**config.mk**
```make
export PLATFORM = sky130hd
export DESIGN_NAME = lane_pattern_sched
export DESIGN_NICKNAME = d
export VERILOG_FILES = /design/src/rtl/lane_pattern_sched_pkg.sv /design/src/rtl/lane_pattern_sched_pattern_step.sv /design/src/rtl/lane_pattern_sched.sv
export SDC_FILE = /design/constraint.sdc
export NUM_CORES = 1
export LEC_CHECK = 0
export BUFFER_PORTS_ARGS = -buffer_cell sky130_fd_sc_hd__buf_2
export CAP_MARGIN = 15
export CORE_MARGIN = 3
export CORE_UTILIZATION = 40
export DETAILED_ROUTE_END_ITERATION = 10
export PLACE_DENSITY_LB_ADDON = 0.08
export SYNTH_ARGS = -nofsm -noshare
export SYNTH_HDL_FRONTEND = slang
export SYNTH_SLANG_ARGS = --single-unit
```
**constraint.sdc**
```tcl
create_clock -name clk -period 2.3 [get_ports clk]
set_input_delay 0.46 -clock clk [delete_from_list [all_inputs] [get_ports clk]]
set_output_delay 0.46 -clock clk [all_outputs]
set_load 0.05 [all_outputs]
```
**src/rtl/lane_pattern_sched_pkg.sv**
```systemverilog
// Shared encodings for the lane pattern scheduler and its BBCBC step engine.
// Symbol sequence detected: 0,0,1,0,1 (Bike=0, Car=1).
package lane_pattern_sched_pkg;

    localparam int unsigned PAT_LEN = 5;

    localparam logic SYM_BIKE = 1'b0;
    localparam logic SYM_CAR  = 1'b1;

    // One state per matched prefix length, so PAT_LEN sets the state width.
    typedef enum logic [$clog2(PAT_LEN)-1:0] {
        S_IDLE = 3'd0,
        S_B    = 3'd1,
        S_BB   = 3'd2,
        S_BBC  = 3'd3,
        S_BBCB = 3'd4
    } lane_state_e;

endpackage

```
**src/rtl/lane_pattern_sched_pattern_step.sv**
```systemverilog
// Single BBCBC transition table: (cur_state, sym) -> (next_state, hit).
// Purely combinational so any detector can share one instance across contexts.
module pattern_step
    import lane_pattern_sched_pkg::*;
(
    input  logic [2:0] cur_state,
    input  logic       sym,
    output logic [2:0] next_state,
    output logic       hit
);

    always_comb begin
        next_state = S_IDLE;
        hit        = 1'b0;
        case (cur_state)
            S_IDLE: next_state = (sym == SYM_BIKE) ? S_B    : S_IDLE;
            S_B:    next_state = (sym == SYM_BIKE) ? S_BB   : S_IDLE;
            S_BB:   next_state = (sym == SYM_BIKE) ? S_BB   : S_BBC;
            S_BBC:  next_state = (sym == SYM_BIKE) ? S_BBCB : S_IDLE;
            S_BBCB: begin
                // Trailing Car leaves no reusable prefix; trailing Bike keeps "BB".
                if (sym == SYM_BIKE) begin
                    next_state = S_BB;
                end else begin
                    next_state = S_IDLE;
                    hit        = 1'b1;
                end
            end
            default: next_state = S_IDLE;
        endcase
    end

endmodule

```
**src/rtl/lane_pattern_sched.sv**
```systemverilog
// Time-shares one BBCBC step engine between NUM_LANES sensor streams using
// per-lane one-entry hold registers, saved contexts and a round-robin arbiter.
module lane_pattern_sched
    import lane_pattern_sched_pkg::*;
#(
    parameter int unsigned NUM_LANES = 4,
    parameter int unsigned LANE_W    = 2,
    parameter int unsigned CNT_W     = 8
) (
    input  logic                 clk,
    input  logic                 rst,
    input  logic [NUM_LANES-1:0] lane_valid,
    input  logic [NUM_LANES-1:0] lane_data,
    output logic [NUM_LANES-1:0] lane_ready,
    input  logic [NUM_LANES-1:0] lane_clr,
    output logic                 det_valid,
    output logic [LANE_W-1:0]    det_lane,
    output logic [CNT_W-1:0]     det_count
);

    logic [NUM_LANES-1:0] hold_full;
    logic [NUM_LANES-1:0] hold_sym;
    lane_state_e          ctx [NUM_LANES];
    logic [LANE_W-1:0]    rr_ptr;

    logic [NUM_LANES-1:0] req;
    logic [NUM_LANES-1:0] grant;
    logic [NUM_LANES-1:0] transfer;
    logic [LANE_W-1:0]    gidx;
    logic                 gvalid;
    logic [2:0]           step_next;
    logic                 step_hit;

    function automatic logic [LANE_W-1:0] lane_add(input logic [LANE_W-1:0] base,
                                                   input int unsigned off);
        int unsigned s;
        s = 32'(base) + off;
        return LANE_W'(s % NUM_LANES);
    endfunction

    // A lane being cleared is never eligible, so clear always wins over a step.
    assign req = hold_full & ~lane_clr;

    always_comb begin
        grant  = '0;
        gidx   = '0;
        gvalid = 1'b0;
        for (int unsigned k = 0; k < NUM_LANES; k++) begin
            if (!gvalid && req[lane_add(rr_ptr, k)]) begin
                gvalid = 1'b1;
                gidx   = lane_add(rr_ptr, k);
            end
        end
        grant[gidx] = gvalid;
    end

    assign lane_ready = {NUM_LANES{rst}} & ~lane_clr & (~hold_full | grant);
    assign transfer   = lane_valid & lane_ready;

    pattern_step u_step (
        .cur_state  (ctx[gidx]),
        .sym        (hold_sym[gidx]),
        .next_state (step_next),
        .hit        (step_hit)
    );

    always_ff @(posedge clk) begin
        if (!rst) begin
            hold_full <= '0;
            hold_sym  <= '0;
            for (int unsigned i = 0; i < NUM_LANES; i++) begin
                ctx[i] <= S_IDLE;
            end
            rr_ptr    <= '0;
            det_valid <= 1'b0;
            det_lane  <= '0;
            det_count <= '0;
        end else begin
            for (int unsigned i = 0; i < NUM_LANES; i++) begin
                if (lane_clr[i]) begin
                    ctx[i]       <= S_IDLE;
                    hold_full[i] <= 1'b0;
                end else if (transfer[i]) begin
                    hold_full[i] <= 1'b1;
                    hold_sym[i]  <= lane_data[i];
                end else if (grant[i]) begin
                    hold_full[i] <= 1'b0;
                end
            end

            if (gvalid) begin
                ctx[gidx] <= lane_state_e'(step_next);
                rr_ptr    <= lane_add(gidx, 1);
            end

            det_valid <= gvalid & step_hit;
            if (gvalid && step_hit) begin
                det_lane <= gidx;
                if (det_count != '1) begin
                    det_count <= det_count + CNT_W'(1);
                end
            end
        end
    end

endmodule

```
==> results.py <==
metrics = {
    "logic_synthesis": {
        "syn_inst": 206,
        "synth-seq-cells": 33,
        "postSynth.asyncResetShare": 0,
        "yosys-top-cells-area": "dfxtp_1 (22%), edfxtp_1 (19%), mux2i_1 (5.8%)",
        "synth_area_leader_cell": "dfxtp_1",
        "synth_ff_type": "dfxtp_1",
        "synth_edf_count": 12,
        "synthesis.area_um2": 1890,
        "synth.top_cell.area_share": 0.222,
        "synth.distinct_cells": 46,
        "yosysWarnings": 0,
        "synth_area_per_cell_um2": 9.18,
        "ys_seq_area_frac": 0.413,
        "synth_fp_nets": 225,
    },
    "pwr": {
        "power_leakage_nw": 1.13,
        "ir_drop_uv": 389,
        "finalPower_mw": 1.44,
        "cellPowerDensity_nw_per_um2": 493,
    },
    "final_layout": {
        "fin_area_um2": 2930,
        "fin_nets": 308,
        "diodes": 0,
        "register_area_um2": 785,
        "drive_gt1_frac": 0.490,
        "multi_input_area_um2": 1380,
        "utilization": 0.659,
        "layout-area-overhead-vs-synth_pct": 55.0,
        "nFillCells": 363,
    },
    "die": {
        "fp.coreArea_um2": 4440,
        "rows": 24,
        "start_util": 0.425,
        "io_pins": 29,
        "die_area_um2": 5590,
        "die_x_um": 74.8,
        "die-height_um": 74.8,
    },
    "sta": {
        "setup_tns_ns": -2.26,
        "period_minus_slack_ns": 2.46,
        "worst_pin_slew_ns": 0.760,
        "fin_crit_sh": 1.07,
        "setup_viol": 25,
        "relSlewSlack": 0.491,
        "worst_slack_ns": -0.162,
        "hold_viol_final": 0,
        "slew_violations": 0,
        "rsz0062_at_grt": "yes",
        "skew_ns": 0.00554,
        "fmax_mhz": 406,
    },
    "status": {
        "outcome": "finished, violations left",
        "violations": "setup timing",
    },
    "hold_path": {
        "hold_class": "primary input to register",
    },
    "detailed_routing": {
        "num_vias": 1993,
        "drt_wl_total_um": 5920,
        "drtPass1Iterations": 4,
        "first_iter_violations": 99,
        "wl_met1_um": 2320,
        "met2WireLength_um": 3170,
        "route.met3.wl_um": 328,
        "dr.max_layer_used": "met4",
        "post-route-drc-count": 0,
        "drtAntennaViolNets": 0,
        "routedWlPerCell_um": 17.3,
        "via_per_inst": 5.83,
    },
    "grt": {
        "antenna_found_initial": 0,
        "grt_pass1_vias": 1969,
        "grt-ovfl-total": 0,
        "gr-usage-all-layers": 0.214,
        "grt_max_degree": 19,
        "grt_pass1_wl_um": 9030,
    },
    "clock_network": {
        "numCtsBuffers": 5,
        "holdBufCountCts": 0,
        "cts_tree": "built",
        "clock_latency_ns": 0.29,
        "clkSlewWorstSetupHoldPaths_ns": 0.07,
        "clock_path_buffers": 2,
        "cts_root_buf": "clkbuf_8",
        "clock-sinks": 33,
        "htreeDepth": 2,
    },
    "critical_path": {
        "cp-start-kind": "register",
        "crit_type": "register to output pin",
        "cp.arrival_ns": 2.00,
        "cp-end-kind": "output pin",
        "cp.required_ns": 1.84,
        "cp_max_fo": 5,
    },
    "placed_design": {
        "place.gp.congestion": 0.858,
        "placed_area_um2": 2390,
        "dp_hpwl_um": 4060,
        "preCtsSetupSlack_ns": -0.372,
        "numPortBuffers": 28,
    },
    "run": {
        "cap_violations": 0,
    },
}
## area by class of cell
cell class                 count  share of cell area
timing repair buffer          80               0.199
multi-input combinational    160               0.470
clock inverter                 3             0.00598
sequential                    33               0.268
inverter                       9              0.0115
tap                           52              0.0222
clock buffer                   5              0.0235
## state kept, by name (all words and copies together) (netlist names)
| register | count |
|---|---|
| ctx | 12 |
| det_count | 8 |
| hold_full | 4 |
| hold_sym | 4 |
| det_lane | 2 |
| rr_ptr | 2 |
| det_valid | 1 |
## through the flow
step                hold WS (ns)  instances
floorplan                  0.440        206
global placement           0.459        314
detailed placement         0.462        314
CTS                        0.403        327
global route               0.407        342
finish                     0.409        342
## final timing paths
kind | slack, ns | from | to | cells after the start
worst max-delay path | -0.16 | rr_ptr[1] | lane_ready[2] | 8
worst min-delay path | 0.41 | lane_valid[1] | hold_full[1] | 3
worst max register to register | -0.15 | rr_ptr[1] | ctx[1][1] | 8
worst min register to register | 0.48 | det_lane[1] | det_lane[1] | 2
## layer usage
layer | vias to the layer above | GRT usage
met5 | - | 0
li1 | 944 | -
met3 | 10 | 0.0507
met1 | 965 | 0.244
met4 | 0 | 0.0929
met2 | 74 | 0.381
## power breakdown
part	internal [mW]	total (mW)	leakage, nW	switching (mW)
Combinational	0.167	0.363	0.776	0.196
Clock	0.209	0.433	0.0439	0.224
Sequential	0.627	0.649	0.306	0.0227
Total	1.00	1.44	1.13	0.443
## worst max-delay path, cell delays in order (launching register included)
cell	delay (ns)
dfxtp_2	0.34
or3b_4	0.42
a21oi_4	0.17
nor3_4	0.09
inv_2	0.14
ha_4	0.17
nand2_4	0.06
a21oi_4	0.15
buf_6	0.18
## synthesized netlist by cell type (all sizes together) (5+ instances only)
| cell type | instances |
|---|---|
| nor2 | 16 |
| a21oi | 17 |
| ha | 5 |
| nand2b | 14 |
| inv | 9 |
| mux2i | 12 |
| or4 | 6 |
| nand2 | 17 |
| o31ai | 9 |
| dfxtp | 21 |
| nand4 | 5 |
| o21ai | 5 |
| nand3 | 13 |
| nor4 | 5 |
| edfxtp | 12 |
## kinds of logic after synthesis
family	after synthesis	synth area share
muxes	14	0.0821
DFF	33	0.413
adders and majority gates	5	0.0331
AOI/OAI and AO/OA	46	0.163
xor gates and xnor gates	2	0.00927
buffers and inverters	14	0.0285
and+or+nand+nor	92	0.271
## cells in the final DEF, fill, tap and decap left out, drive strengths merged, types with 3 or more instances in the layout
master   n
o31ai    9
buf     80
nor3     3
dfxtp   21
ha       5
nand2   17
inv      9
nor3b    3
clkbuf   5
nor4     5
mux2i   13
o21ai    5
nand2b  14
or4      6
nand3   13
nand4    5
a21oi   17
nor2    16
edfxtp  12
## what timing repair did
| item | in CTS | in global routing |
|---|---|---|
| resized for setup | 33 | 39 |
| endpoints found under the setup margin | 22 | 26 |
| setup buffers | 5 | 13 |
| pin swaps | 12 | 14 |
| gates cloned | 0 | 2 |
Note: power is estimated with default switching activity, not from simulation.
